## src/rtl/spi_blink_ctrl.sv

```systemverilog
// spi_blink_ctrl
// ----------------------------------------------------------------------------
// Command decoder and LED blink scheduler fed by the SPI slave receiver.
// Frames are one opcode byte followed by 0..4 big-endian payload bytes:
//   0x00 NOP, 0x01 SET_PERIOD (4 bytes), 0x02 SET_MODE (1 byte: bit0 enable,
//   bit1 invert), 0x03 BLINK_N (1 byte N, 2*N toggles, N=0 continuous),
//   0x04 CLR_ERR. Unknown opcodes set the sticky error flag.
//
// Optional feature: define SPI_BLINK_TIMEOUT_EN to abort a partial frame
// (and set err) after TIMEOUT_CYCLES idle cycles in the payload phase.
//
// Parameters:
//   DEF_HALF_PERIOD  reset half-period in clk cycles
//   TIMEOUT_CYCLES   inter-byte gap that aborts a partial frame
// Ports:
//   clk              system clock
//   rst_n            synchronous reset, active-low
//   o_spi_s_rx_done  received-byte strobe (one byte per high cycle)
//   r_spi_s_rx_data  received byte, valid with the strobe
//   led              LED drive (phase XOR invert)
//   led_en           LED pin enable, constant 1
//   clk_en           clock input enable, constant 1
//   busy             frame in progress (FSM not idle)
//   err              sticky error flag
//   half_period      active half-period register
// ----------------------------------------------------------------------------
module spi_blink_ctrl #(
    parameter int unsigned DEF_HALF_PERIOD = 25_000_000,
    parameter int unsigned TIMEOUT_CYCLES  = 50_000
) (
    input  logic        clk,
    input  logic        rst_n,
    input  logic        o_spi_s_rx_done,
    input  logic [7:0]  r_spi_s_rx_data,
    output logic        led,
    output logic        led_en,
    output logic        clk_en,
    output logic        busy,
    output logic        err,
    output logic [31:0] half_period
);

    localparam logic [1:0] ST_IDLE    = 2'd0;
    localparam logic [1:0] ST_PAYLOAD = 2'd1;
    localparam logic [1:0] ST_EXEC    = 2'd2;

    localparam logic [7:0] OP_NOP        = 8'h00;
    localparam logic [7:0] OP_SET_PERIOD = 8'h01;
    localparam logic [7:0] OP_SET_MODE   = 8'h02;
    localparam logic [7:0] OP_BLINK_N    = 8'h03;
    localparam logic [7:0] OP_CLR_ERR    = 8'h04;

    // Frame decoder state
    logic [1:0]  state;
    logic [7:0]  opcode;
    logic [2:0]  bytes_left;
    logic [31:0] sr;
    logic [7:0]  hold_data;
    logic        hold_valid;
    logic        err_q;

    // Blink configuration and counter
    logic [31:0] hp_q;
    logic [31:0] cnt;
    logic        enable;
    logic        invert;
    logic        phase;
    logic [8:0]  budget;

    // Byte stream seen by the decoder
    logic        in_valid;
    logic [7:0]  in_byte;
    logic        consume;
    logic        op_known;
    logic [2:0]  op_len;

    logic        exec_period;
    logic        exec_mode;
    logic        exec_blink;
    logic        cfg_commit;

`ifdef SPI_BLINK_TIMEOUT_EN
    logic [31:0] gap;
`else
    // Keeps the parameter list identical in both builds.
    localparam int unsigned timeout_cycles_unused = TIMEOUT_CYCLES;
`endif

    // A byte parked in the holding register is older than the live strobe,
    // so it is always presented to the decoder first.
    always_comb begin
        in_valid = hold_valid | o_spi_s_rx_done;
        in_byte  = hold_valid ? hold_data : r_spi_s_rx_data;
        consume  = in_valid && ((state == ST_IDLE) || (state == ST_PAYLOAD));
    end

    always_comb begin
        op_known = 1'b1;
        op_len   = 3'd0;
        case (in_byte)
            OP_NOP:        op_len = 3'd0;
            OP_SET_PERIOD: op_len = 3'd4;
            OP_SET_MODE:   op_len = 3'd1;
            OP_BLINK_N:    op_len = 3'd1;
            OP_CLR_ERR:    op_len = 3'd0;
            default:       op_known = 1'b0;
        endcase
    end

    always_comb begin
        exec_period = (state == ST_EXEC) && (opcode == OP_SET_PERIOD);
        exec_mode   = (state == ST_EXEC) && (opcode == OP_SET_MODE);
        exec_blink  = (state == ST_EXEC) && (opcode == OP_BLINK_N);
        cfg_commit  = exec_period | exec_mode | exec_blink;
    end

    // Holding register: catches a strobe the decoder cannot take this cycle
    // (EXEC), or the live strobe when the held byte is being consumed.
    always_ff @(posedge clk) begin
        if (!rst_n) begin
            hold_valid <= 1'b0;
            hold_data  <= '0;
        end else begin
            if (consume) begin
                hold_valid <= hold_valid & o_spi_s_rx_done;
            end else begin
                hold_valid <= hold_valid | o_spi_s_rx_done;
            end
            if (o_spi_s_rx_done && (hold_valid || !consume)) begin
                hold_data <= r_spi_s_rx_data;
            end
        end
    end

    // Frame FSM
    always_ff @(posedge clk) begin
        if (!rst_n) begin
            state      <= ST_IDLE;
            opcode     <= '0;
            bytes_left <= '0;
            sr         <= '0;
            err_q      <= 1'b0;
`ifdef SPI_BLINK_TIMEOUT_EN
            gap        <= '0;
`endif
        end else begin
            case (state)
                ST_IDLE: begin
                    if (in_valid) begin
                        if (op_known) begin
                            opcode     <= in_byte;
                            bytes_left <= op_len;
                            sr         <= '0;
                            state      <= (op_len != 3'd0) ? ST_PAYLOAD : ST_EXEC;
`ifdef SPI_BLINK_TIMEOUT_EN
                            gap        <= '0;
`endif
                        end else begin
                            err_q <= 1'b1;
                        end
                    end
                end
                ST_PAYLOAD: begin
                    if (in_valid) begin
                        sr         <= {sr[23:0], in_byte};
                        bytes_left <= bytes_left - 3'd1;
                        if (bytes_left == 3'd1) begin
                            state <= ST_EXEC;
                        end
`ifdef SPI_BLINK_TIMEOUT_EN
                        gap <= '0;
`endif
                    end
`ifdef SPI_BLINK_TIMEOUT_EN
                    else if (gap == 32'(TIMEOUT_CYCLES - 1)) begin
                        state <= ST_IDLE;
                        err_q <= 1'b1;
                    end else begin
                        gap <= gap + 32'd1;
                    end
`endif
                end
                ST_EXEC: begin
                    state <= ST_IDLE;
                    if (opcode == OP_CLR_ERR) begin
                        err_q <= 1'b0;
                    end
                end
                default: state <= ST_IDLE;
            endcase
        end
    end

    // Blink configuration and toggle counter. A configuration commit takes
    // priority over a wrap in the same cycle: the counter restarts and the
    // phase does not toggle.
    always_ff @(posedge clk) begin
        if (!rst_n) begin
            hp_q   <= 32'(DEF_HALF_PERIOD);
            enable <= 1'b1;
            invert <= 1'b0;
            budget <= '0;
            cnt    <= '0;
            phase  <= 1'b0;
        end else if (cfg_commit) begin
            cnt <= '0;
            if (exec_period) begin
                hp_q <= (sr == 32'd0) ? 32'd1 : sr;
            end
            if (exec_mode) begin
                enable <= sr[0];
                invert <= sr[1];
                if (!sr[0]) begin
                    phase <= 1'b0;
                end
            end
            if (exec_blink) begin
                enable <= 1'b1;
                budget <= {sr[7:0], 1'b0};
            end
        end else if (!enable) begin
            cnt   <= '0;
            phase <= 1'b0;
        end else if (cnt == hp_q - 32'd1) begin
            cnt <= '0;
            if (budget == 9'd1) begin
                // Last budgeted toggle ends the burst at phase 0.
                budget <= '0;
                enable <= 1'b0;
                phase  <= 1'b0;
            end else begin
                phase <= ~phase;
                if (budget != 9'd0) begin
                    budget <= budget - 9'd1;
                end
            end
        end else begin
            cnt <= cnt + 32'd1;
        end
    end

    assign led         = phase ^ invert;
    assign led_en      = 1'b1;
    assign clk_en      = 1'b1;
    assign busy        = (state != ST_IDLE);
    assign err         = err_q;
    assign half_period = hp_q;

endmodule
```

## config.mk

```make
export PLATFORM = sky130hd
export DESIGN_NAME = spi_blink_ctrl
export DESIGN_NICKNAME = d
export VERILOG_FILES = /design/src/rtl/spi_blink_ctrl.sv
export SDC_FILE = /design/constraint.sdc
export NUM_CORES = 1
export LEC_CHECK = 0
export CORE_ASPECT_RATIO = 2
export CORE_UTILIZATION = 58
export DETAILED_ROUTE_END_ITERATION = 6
export DONT_BUFFER_PORTS = 1
export GPL_ROUTABILITY_DRIVEN = 0
export PLACE_DENSITY_LB_ADDON = 0.2
export SETUP_SLACK_MARGIN = 0.02
export SLEW_MARGIN = 10
export SYNTH_ARGS = -nofsm -noshare
export SYNTH_HDL_FRONTEND = slang
export SYNTH_SLANG_ARGS = --single-unit
```

## constraint.sdc

```tcl
create_clock -name clk -period 3 [get_ports clk]
set_clock_uncertainty 0.1 [all_clocks]
set_input_delay 0.3 -clock clk [delete_from_list [all_inputs] [get_ports clk]]
set_output_delay 0.3 -clock clk [all_outputs]
set_load 0.02 [all_outputs]
```

* Yosys cells after proc, flatten, opt, wreduce, memory -nomap -nowiden
Cells that the tools add are included.
** Word-level totals
- Word-level logic and storage cells :: 120
- Input bits :: 11
- Register bits after elaboration :: 131
** Cells by class
- Bitwise gates (word level) :: 8
- Reductions and logical operators :: 30
- Add/subtract/negate cells :: 4
- Eq/ne operators :: 24
- Multiplexer cells :: 41
** Operators by type and width (count)
- 2-to-1 mux 32 bit :: 4
- one-hot mux 32 bit (2 select lines) :: 1
- 2-to-1 mux 9 bit :: 6
- adder 32 x 1 -> 32 bit, second input constant :: 1
- == test 32 bit :: 1
- == test 8 x 2 -> 1 bit, second input constant :: 4
- logical NOT 32 bit :: 1
- subtractor 32 x 1 -> 32 bit, second input constant :: 1
- 2-to-1 mux 1 bit :: 17
- == test 8 x 1 -> 1 bit, second input constant :: 2
- == test 8 x 3 -> 1 bit, second input constant :: 2
- AND reduction 4 bit :: 4
- inequality test 2 bit, second input constant :: 7
- one-hot mux 3 bit (2 select lines) :: 2
- 2-to-1 mux 2 bit :: 5
- nonzero test 2 bit :: 5
- == test 9 x 1 -> 1 bit, second input constant :: 1
- 2-to-1 mux 3 bit :: 3
- nonzero test 9 bit :: 1
- subtractor 9 x 1 -> 9 bit, second input constant :: 1
- logical NOT 8 bit :: 1
- 2-to-1 mux 8 bit :: 1
- AND reduction 3 bit :: 2
- nonzero test 3 bit :: 2
- other kinds (21) :: 32

* Longest topological paths before layout
- Depth in word-level cells :: 9
- Depth in mapped cells :: 12
- Gate-level depth less buffers :: 10

* Least setup slack after synthesis
Ideal clock, no wire load.
- Kind :: flip-flop to flip-flop
- From :: register hp_q[0], in the netlist half_period[0]
- To :: register cnt[16]
- Buffers on the path :: 2
- Stages on the path, launching flop included :: 13
- Setup slack :: -176 ps
- Arrival :: 2961 ps
- Library setup time :: 115 ps
- Cell sequence :: dfxtp_1 -> inv_1 -> ha_1 -> nor3b_2 -> nand3_1 -> or4_1 -> a211oi_1 -> o22ai_1 -> nor4_4 -> or3_1 -> buf_4 -> buf_12 -> nor2_2
** Between the ends
- Word-level cells in the longest chain between the ends :: 3
** RTL lines
- from (decl) :: RTL line 63 : logic [31:0] hp_q;
- from (signal assigned) :: RTL line 199 : hp_q <= 32'(DEF_HALF_PERIOD);
- from (signal assigned) :: RTL line 208 : hp_q <= (sr == 32'd0) ? 32'd1 : sr;
- subtractor 32 x 1 -> 32 bit :: RTL line 224 : end else if (cnt == hp_q - 32'd1) begin
- == test 32 bit :: RTL line 224
- OR reduction 4 bit (no source line)
- to (signal assigned) :: RTL line 238 : cnt <= cnt + 32'd1;
- to (decl) :: RTL line 64 : logic [31:0] cnt;
Every way passes these cells.
A chain may end at the register's enable or synchronous reset.

* Worst setup path after layout
- From :: register hp_q[1], in the netlist half_period[1]
- To :: register budget[3]
** Between the ends
- Word-level cells in the longest chain between the ends :: 4
** RTL lines
- subtractor 32 x 1 -> 32 bit :: RTL line 224
- == test 32 bit :: RTL line 224
- nonzero test 2 bit (no source line)
- AND reduction 4 bit (no source line)
- to (signal assigned) :: RTL line 219 : budget <= {sr[7:0], 1'b0};
- to (signal assigned) :: RTL line 234 : budget <= budget - 9'd1;
- to (decl) :: RTL line 68 : logic [8:0] budget;
Every way passes these cells.

==> flow_summary.ini <==
[run_status]
outcome = finished, violations left
violations = negative setup slack

[clocking]
cts_root_buf = clkbuf_16
clk_path_buf_depth = 2
cts_inserted_buffers = 17
htree_levels = 4
path_clk_slew_ns = 0.06
cts_sinks = 131
cts_tree = done
clk_latency_ns = 0.42

[global_route]
grt_max_degree = 108
grt_use_total_pct = 30.8
grt_pass1_vias = 6517
antenna_found_initial = 0
grt_pass1_wl_um = 30000
globalRouteOverflowTotal = 0

[drt]
vias_per_cell = 6.07
wl_per_cell_um = 17.6
vias = 6452
first_pass_iters = 5
drc_errors = 0
routed_wl_um = 18700
ant_nets = 0
initialDrtViolationCount = 265

[logic_synthesis]
ys_types = 72
synth-seq-area-share_pct = 37.0
synth_area_leaders = dfxtp_1, nand2_1, a21boi_0, xnor2_1, xor2_1
synth.cell_area_um2 = 7080
synth-main-ff-cell = dfxtp_1
yosys.cell_count.top_type = nand2_1
synth_edf_count = 0
syn_inst = 852
synth_top_area_share_pct = 37.0
synth-seq-cells = 131
syn_avg_cell_area_um2 = 8.31
ys_warn_count = 0
synth.largest_area_cell = dfxtp_1
synthArstFlopShare_pct = 0
synthTopCellsByCount = nand2_1, dfxtp_1, nand3_1

[sta]
slew_headroom_pct = 39.9
fin_ws_ns = -0.0290
setup_viol = 8
fin_crit_sh_pct = 101
hold_viol = 0
drv_slew = 0
rsz0062_at_grt = yes
timing.fmax_mhz = 330
min_period_ns = 3.03
tightestPinTransition_ns = 0.896

[setup_path]
slowest_delay_ns = 0.38
r2r_slack_ns = -0.03
cp_slowest_cell = dfxtp_4
r2r-start = half_period[1]
reg2reg_depth = 15
worst_ep_required_time_ns = 3.21
worst-setup-path-type = reg2reg
path_delay_family = buffers and inverters
start_kind = register
crit_chain = inv_2 -> ha_4 -> nor3b_4 -> buf_6 -> buf_4 -> and3_1 -> buf_4 -> xnor2_1 -> a32oi_1 -> a2111o_1 -> nor4_4 -> buf_4 -> a31oi_4 -> buf_12 -> mux2i_1
path_buf_inv = 6
arrival_ns = 3.24
endpoint_kind = register
crit_fanout = 8
cp_common_cell = buf_4
reg2reg_to = budget[3]

[hold_path]
hp-class = in2reg
min_delay_path_depth = 2
worstHoldEndpoint = hold_valid
hp-start = o_spi_s_rx_done

[place]
dp_hpwl_um = 13400
post-place-ws_ns = -0.236
placed_cell_area_um2 = 7560
dp_cells = 1010
portBuffers = 0

[floorplanning]
die_area_um2 = 12700
die_w_um = 80.1
start_util_pct = 59.8
die_h_um = 158
core_area_um2 = 11800
rows = 56
io_pins = 48

[layout]
area_growth_pct = 20.8
fillers = 870
post_layout_nonfiller_instances = 1063
fin_util_pct = 72.3
drive_above_1_share_pct = 20.3
final_area_um2 = 8560
n_antenna_cell = 0
layout.nets = 922

[power_and_ir_drop]
p_leak_uw = 0.00328
pwr_density_cell_nw_per_um2 = 453
peakVddDrop_mv = 0.473

[flow_run]
maxCapViolCount = 0
-- registers in the layout, indices dropped and copies added, names as in the netlist, 2 cells and up --
register     flops
budget           9
cnt             32
half_period     32
hold_data        8
bytes_left       3
state            2
opcode           8
sr              32
-- what timing repair did --
item,4_1_cts,5_1_grt
cloned,0,0
hold buffers,11,0
resized for setup,24,15
endpoints found under the setup margin,43,43
endpoints found under the hold margin,99,0
buffers inserted,6,4
pin swaps,10,9
-- kinds of logic (layout without fill, tap and decap cells) --
| kind of cell | count (synthesis) | after routing | share of synthesized area [%] |
|---|---|---|---|
| fa+ha+maj | 6 | 6 | 1.06 |
| compound gates | 123 | 123 | 12.9 |
| mux | 29 | 29 | 4.13 |
| buf+inv | 69 | 134 | 4.61 |
| xor+xnor | 77 | 77 | 9.52 |
| simple gates | 416 | 416 | 30.7 |
| other cells | 1 | 2 | 0.0530 |
| flops | 131 | 131 | 37.0 |
-- layer usage --
layer	track usage, %	share of wire (%)	up-vias
met5	0	0	-
met4	22.0	7.0	0
met3	6.82	3.8	84
met2	57.9	54	216
met1	28.0	35	3074
li1	-	-	3078
-- worst max path at each step --
stage                          from   endpoint  slack [ns]  cells past startpoint
finish               half_period[1]  budget[3]       -0.03                     15
global route        half_period[21]  budget[6]       -0.15                     10
CTS                  half_period[0]  budget[3]      -0.009                     11
detailed placement   half_period[1]  budget[6]       -0.24                     11
global placement     half_period[1]  budget[2]       -0.23                     11
floorplan            half_period[0]    cnt[16]        0.04                     12
-- area by class of cell --
cell class | count | area [um2] | share of cell area, %
clock buffer | 17 | 425 | 4.97
clock inverter | 15 | 154 | 1.80
inverter | 16 | 62.6 | 0.731
multi-input combinational | 653 | 4370 | 51.1
sequential | 131 | 2640 | 30.8
tap | 145 | 181 | 2.12
timing repair buffer | 86 | 723 | 8.45
-- through the flow --
step / setup TNS (ns) / power, uW / hold slack [ns]
detailed placement: -6.84 / 1850 / 0.284
finish: -0.194 / 3870 / 0.0230
CTS: -0.0257 / 3900 / 0.0174
global placement: -7.58 / 1850 / 0.279
floorplan: 0 / 1860 / 0.348
global route: -4.18 / 3980 / 0.0592
-- placed cells by master, fill, tap and decap left out, types with 5 or more instances in the layout --
cell / count
a21boi_0: 48
a21oi_1: 14
and3_1: 17
buf_4: 71
clkbuf_16: 17
clkinv_2: 5
dfxtp_1: 123
dfxtp_2: 6
dlygate4sd3_1: 10
ha_1: 5
inv_1: 14
mux2i_1: 27
nand2_1: 144
nand3_1: 60
nand4_1: 15
nor2_1: 43
nor2_2: 20
nor2b_1: 26
nor3_1: 26
nor4_1: 13
nor4_4: 7
o21ai_0: 11
o31ai_1: 8
xnor2_1: 41
xor2_1: 35
-- power by group --
group,switching (uW),total [uW],internal [uW]
clock network,805,2030,1230
registers,8.52,1750,1740
logic,49.9,91.0,41.1
total,863,3870,3010
Power figures use the tool's default switching activity.
